## src/rtl/sva_and_monitor.sv

```systemverilog
// Hardware monitor for $rose(start) |=> (##D_A a) and (b ##D_STOP stop).
// Optional SVA twin and fail-count cross-check: SVA_AND_MON_ASSERT_EN.
module sva_and_monitor #(
  parameter int N_CH   = 1,
  parameter int D_A    = 1,
  parameter int D_STOP = 2,
  parameter int CNT_W  = 16
) (
  input  logic              clk,
  input  logic              rst_n,
  input  logic              en,
  input  logic              clr,
  input  logic [N_CH-1:0]   start,
  input  logic [N_CH-1:0]   a,
  input  logic [N_CH-1:0]   b,
  input  logic [N_CH-1:0]   stop,
  output logic [N_CH-1:0]   pass,
  output logic [N_CH-1:0]   fail,
  output logic [3*N_CH-1:0] fail_cause,
  output logic [N_CH-1:0]   busy,
  output logic [CNT_W-1:0]  pass_cnt,
  output logic [CNT_W-1:0]  fail_cnt,
  output logic              sticky_fail
);

  localparam int DMAX = (D_A > D_STOP) ? D_A : D_STOP;
  localparam int L    = 1 + DMAX;
  localparam int SW   = $clog2(N_CH * L + 1);
  localparam int EW   = ((CNT_W > SW) ? CNT_W : SW) + 1;
  localparam logic [CNT_W-1:0] CMAX = '1;

  logic [N_CH-1:0]   start_q;
  logic [L-1:0]      vld   [N_CH];
  logic [L-1:0]      vld_n [N_CH];
  logic [L-1:0]      surv;
  logic [N_CH-1:0]   trig;
  logic [N_CH-1:0]   pass_n;
  logic [N_CH-1:0]   fail_n;
  logic [N_CH-1:0]   busy_n;
  logic [3*N_CH-1:0] cause_n;
  logic [SW-1:0]     pass_sum;
  logic [SW-1:0]     fail_sum;
  logic              mb;
  logic              ma;
  logic              ms;

  assign trig = start & ~start_q & {N_CH{en}};

  // Stage j holds the attempt triggered j+1 edges ago.
  always_comb begin
    pass_n   = '0;
    fail_n   = '0;
    busy_n   = '0;
    cause_n  = '0;
    pass_sum = '0;
    fail_sum = '0;
    surv     = '0;
    mb       = 1'b0;
    ma       = 1'b0;
    ms       = 1'b0;
    for (int c = 0; c < N_CH; c++) begin
      surv = '0;
      for (int j = 0; j < L; j++) begin
        mb = (j == 0) && !b[c];
        ma = (j == D_A) && !a[c];
        ms = (j == D_STOP) && !stop[c];
        if (vld[c][j]) begin
          if (mb || ma || ms) begin
            fail_n[c] = 1'b1;
            cause_n[3*c +: 3] = cause_n[3*c +: 3] | {ms, ma, mb};
            fail_sum = fail_sum + SW'(1);
          end else if (j == L - 1) begin
            pass_n[c] = 1'b1;
            pass_sum = pass_sum + SW'(1);
          end else begin
            surv[j] = 1'b1;
          end
        end
      end
      vld_n[c]  = (surv << 1) | L'(trig[c]);
      busy_n[c] = (|vld_n[c]) | pass_n[c] | fail_n[c];
    end
  end

  function automatic logic [CNT_W-1:0] sat_add(
    input logic [CNT_W-1:0] x,
    input logic [SW-1:0]    d
  );
    logic [EW-1:0] s;
    s = EW'(x) + EW'(d);
    return (s > EW'(CMAX)) ? CMAX : s[CNT_W-1:0];
  endfunction

  always_ff @(posedge clk or negedge rst_n) begin
    if (!rst_n) begin
      start_q     <= '0;
      for (int c = 0; c < N_CH; c++) vld[c] <= '0;
      pass        <= '0;
      fail        <= '0;
      fail_cause  <= '0;
      busy        <= '0;
      pass_cnt    <= '0;
      fail_cnt    <= '0;
      sticky_fail <= 1'b0;
    end else begin
      start_q    <= start;
      for (int c = 0; c < N_CH; c++) vld[c] <= vld_n[c];
      pass       <= pass_n;
      fail       <= fail_n;
      fail_cause <= cause_n;
      busy       <= busy_n;
      if (clr) begin
        pass_cnt    <= '0;
        fail_cnt    <= '0;
        sticky_fail <= 1'b0;
      end else begin
        pass_cnt    <= sat_add(pass_cnt, pass_sum);
        fail_cnt    <= sat_add(fail_cnt, fail_sum);
        sticky_fail <= sticky_fail | (|fail_n);
      end
    end
  end

`ifdef SVA_AND_MON_ASSERT_EN
  // Matches fail_cnt only while no clr or saturation has occurred.
  int unsigned sva_fails = 0;

  for (genvar g = 0; g < N_CH; g++) begin : g_sva
    p_and: assert property (
      @(posedge clk) disable iff (!rst_n)
      (en && $rose(start[g])) |=>
        ((##D_A a[g]) and (b[g] ##D_STOP stop[g])))
    else begin
      sva_fails++;
      $error("sva_and_monitor: ch %0d failed", g);
    end
  end

  final begin
    if (sva_fails != int'(fail_cnt))
      $error("sva_and_monitor: sva=%0d fail_cnt=%0d",
             sva_fails, fail_cnt);
  end
`else
  // synthesizable build: monitor logic only
`endif

endmodule

```

## config.mk

```make
export PLATFORM = sky130hd
export DESIGN_NAME = sva_and_monitor
export DESIGN_NICKNAME = d
export VERILOG_FILES = /design/src/rtl/sva_and_monitor.sv
export SDC_FILE = /design/constraint.sdc
export NUM_CORES = 1
export LEC_CHECK = 0
export ABC_CLOCK_PERIOD_IN_PS = 3440
export CORE_UTILIZATION = 30
export CTS_CLUSTER_SIZE = 20
export DETAILED_ROUTE_END_ITERATION = 8
export DONT_BUFFER_PORTS = 1
export RECOVER_POWER = 50
export REMOVE_ABC_BUFFERS = 1
export SYNTH_ARGS = -nofsm -noshare
export SYNTH_HDL_FRONTEND = slang
export SYNTH_SLANG_ARGS = --single-unit
```

## constraint.sdc

```tcl
create_clock -name clk -period 3.44 [get_ports clk]
set_clock_uncertainty 0.2 [all_clocks]
set_input_delay 0.172 -clock clk [delete_from_list [all_inputs] [get_ports clk]]
set_output_delay 0.172 -clock clk [all_outputs]
set_load 0.05 [all_outputs]
```

==> impl_metrics.toml <==
[global_routing]
antenna_found_initial = 0
grt_pass1_vias = 1590
gr-usage-all-layers_pct = 13.94
grt_max_degree = 44
grt_pass1_wl_um = 7935
grt_overflow = 0

[floorplanning]
rows = 30
core_mm2 = 0.006794
num_io_pins = 47
start_util_pct = 31.14
fp.dieW_um = 85.98
fp.dieArea_mm2 = 0.007393
die_h_um = 85.98

[placed_design]
place_inst = 308
dp_hpwl_um = 3125
placed_area_mm2 = 0.002340
gp_congestion = 0.7760
dp_slack_ns = 0.5541
port_buffers = 0

[timing]
rsz0062_at_grt = "false"
tns_ns = 0
tightest_slew_ns = 2.358
period_minus_slack_ns = 3.255
drv_slew = 44
hold_viol = 0
fin_ws_ns = 0.1848
maxSlewHeadroom_pct = -57.23
max_freq_ghz = 0.3072
finalSetupViolations = 0
fin_crit_sh_pct = 94.63

[synth]
syn_area_per_cell_um2 = 10.58
syn-cell-area_mm2 = 0.002116
synth_top_family_by_area = "simple AND/OR/NAND/NOR gates"
synthMuxAreaShare_pct = 0.9462
ys.flop_type = "dfrtp_1"
synthXorXnorAreaFrac_pct = 8.693
synth_adder_area_share_pct = 3.785
synth_async_sr_flop_share_pct = 100.0
synth_simple_gate_area_share_pct = 20.76
ys_warn_count = 0
synth-seq-area-share_pct = 50.86
synth_edf_count = 0
synth.distinct_cells = 40
syn_inst = 200
synth-compound-area-share_pct = 11.53
ys_ff_latch = 43

[setup_path]
critPathSlowestCell = "dlygate4sd3_1"
cp-start-kind = "input port"
path_class = "in -> reg"
cp-end-kind = "register"
regToRegSetupSlack_ns = 0.19
critPathMaxStageDelay_ns = 0.55
critPathTopFamily = "simple AND/OR/NAND/NOR gates"
r2r-end = "pass_cnt[2]"
worstPathArrival_ns = 3.29
critPathRequiredTime_ns = 3.47
cp_max_fo = 12
r2r_cells = 6
critPathBufInv = 2
path_cells = "dlygate4sd3_1 -> and2_1 -> ha_1 -> ha_1 -> nand4_4 -> nor4_4 -> nand4_2 -> a21oi_4 -> dlygate4sd3_1"
r2r-start = "pass_cnt[6]"

[pwr]
switchingPower_uw = 219.6
cellLeakagePower_nw = 1.045
max-vdd-ir-drop_mv = 0.2541
seq_power_share_pct = 50.7
pwr-share-clk_pct = 45.2
combPwrFrac_pct = 4.0
intPower_uw = 813.6
swShare_pct = 21.26
p_total_mw = 1.033
power_density_mw_per_mm2 = 405.2

[clock_network]
cts-root-buf = "clkbuf_8"
cts_buffers = 5
cts_resized = 0
clkTransAtPathRegs_ns = 0.08
clock_path_buffers = 2
htree_levels = 2
clkLatencyLatePin_ns = 0.30
cts_tree = "yes"
cts_sinks = 43

[layout]
seqCellArea_mm2 = 0.001076
multiInputGateArea_um2 = 967.2
finalInstanceArea_mm2 = 0.002550
nFillCells = 678
final_cell_mix = "dfrtp_1, xnor2_1, a21oi_1"
final_nets = 242
area_delta_synth_final_pct = 20.52
layout.cells.most_common = "dfrtp_1"
instances_no_fill = 326
drive_gt1_share_pct = 15.65
diodes = 0

[worst_hold_path]
holdPathStages = 3
hold_path_class = "in -> reg"
hold_path.startpoint = "clr"
holdPathEnd = "pass_cnt[13]"

[route]
wirelength_um = 4774
num_vias = 1552
antenna_left = 0
firstDrtPassIters = 4
drt_iter0_drc = 90
vias_per_cell = 4.761
wire_per_inst_um = 14.64
drc = 0

[run_status]
violations = "max-capacitance violations, max-slew violations"
status = "finished with violations"

[job]
maxCapViolations = 1
[flip-flops by register name (all words and copies together) (netlist names)]
signal,count
busy,1
vld,3
fail,1
pass,1
sticky_fail,1
fail_cause,3
pass_cnt,16
start_q,1
fail_cnt,16
[final cells by class]
cell class	count	share of cell area [%]
well taps	96	4.710
clock buffers	6	2.846
inverters	11	1.619
clock inverters	2	2.355
multi-input cells	140	37.93
repair buffers	28	8.341
flip-flops and latches	43	42.20
[power groups by stage]
| stage | combinational (mW) | clock, mW | sequential [mW] |
|---|---|---|---|
| after floorplan | 0.00745 | 0 | 0.538 |
| after global placement | 0.0156 | 0 | 0.534 |
| after detailed placement | 0.0155 | 0 | 0.534 |
| after CTS | 0.0480 | 0.488 | 0.524 |
| after global routing | 0.0477 | 0.508 | 0.525 |
| final | 0.0417 | 0.467 | 0.524 |
[per-stage QoR]
| step | hold slack (ns) | utilization, % |
|---|---|---|
| after global placement | -0.3217 | 34.44 |
| final | 0.02651 | 37.53 |
| after global routing | 0.02749 | 37.53 |
| after CTS | 0.01215 | 38.27 |
| after floorplan | -0.3236 | - |
| after detailed placement | -0.3220 | 34.44 |
[how the worst max path moves through the flow]
stage | from | end | slack (ns) | cells after the start
2_1_floorplan | vld[0] | fail_cnt[12] | 0.80 | 10
3_3_place_gp | vld[0] | fail_cnt[12] | 0.66 | 10
3_5_place_dp | vld[0] | fail_cnt[12] | 0.55 | 10
4_1_cts | stop | pass_cnt[2] | 0.17 | 9
5_1_grt | stop | pass_cnt[2] | 0.006 | 9
6_report | stop | pass_cnt[2] | 0.18 | 9
[per-layer routing]
| metal | vias up | global-route usage (%) | part of all wire [%] |
|---|---|---|---|
| met5 | - | 0 | 0 |
| met4 | 0 | 4.091 | 0.48 |
| met3 | 2 | 4.812 | 5.7 |
| met2 | 39 | 22.29 | 47 |
| met1 | 754 | 17.82 | 47 |
| li1 | 757 | - | - |
[what timing repair did]
item | in CTS | in global routing
hold buffers | 10 | 0
setup buffers | 0 | 0
hold endpoints to repair | 85 | 0
setup endpoints to repair | 0 | 0
[synth_stat cells, types with 2 or more instances]
cell | number | area (um2)
and4b_1 | 2 | 20.02
nand3_1 | 7 | 35.03
xor2_1 | 2 | 17.52
nand2_1 | 14 | 52.55
nor2b_1 | 5 | 31.28
inv_1 | 11 | 41.29
a21oi_2 | 9 | 78.83
and2_1 | 3 | 18.77
dfrtp_1 | 43 | 1076
clkbuf_1 | 2 | 7.510
nand4_2 | 2 | 25.02
and3_1 | 2 | 12.51
nor3_1 | 7 | 35.03
xnor2_1 | 19 | 166.4
buf_1 | 2 | 7.510
a21oi_1 | 19 | 95.09
nor2_1 | 14 | 52.55
mux2i_1 | 2 | 20.02
nor4_1 | 7 | 43.79
ha_1 | 4 | 50.05
nand4_1 | 5 | 31.28
[tightest hold or removal path: cells and delay by family]
kind            cells  cell delay (ns)
simple gates        2             0.23
compound gates      1             0.09
[cell families after synthesis]
| family | after synthesis |
|---|---|
| AO/OA/AOI/OAI | 36 |
| AND/OR/NAND/NOR | 75 |
| flip-flops | 43 |
| buffers and inverters | 17 |
| XOR/XNOR | 21 |
| multiplexers | 2 |
| adder cells (fa/ha/maj) | 6 |
Power figures use the tool's default switching activity.
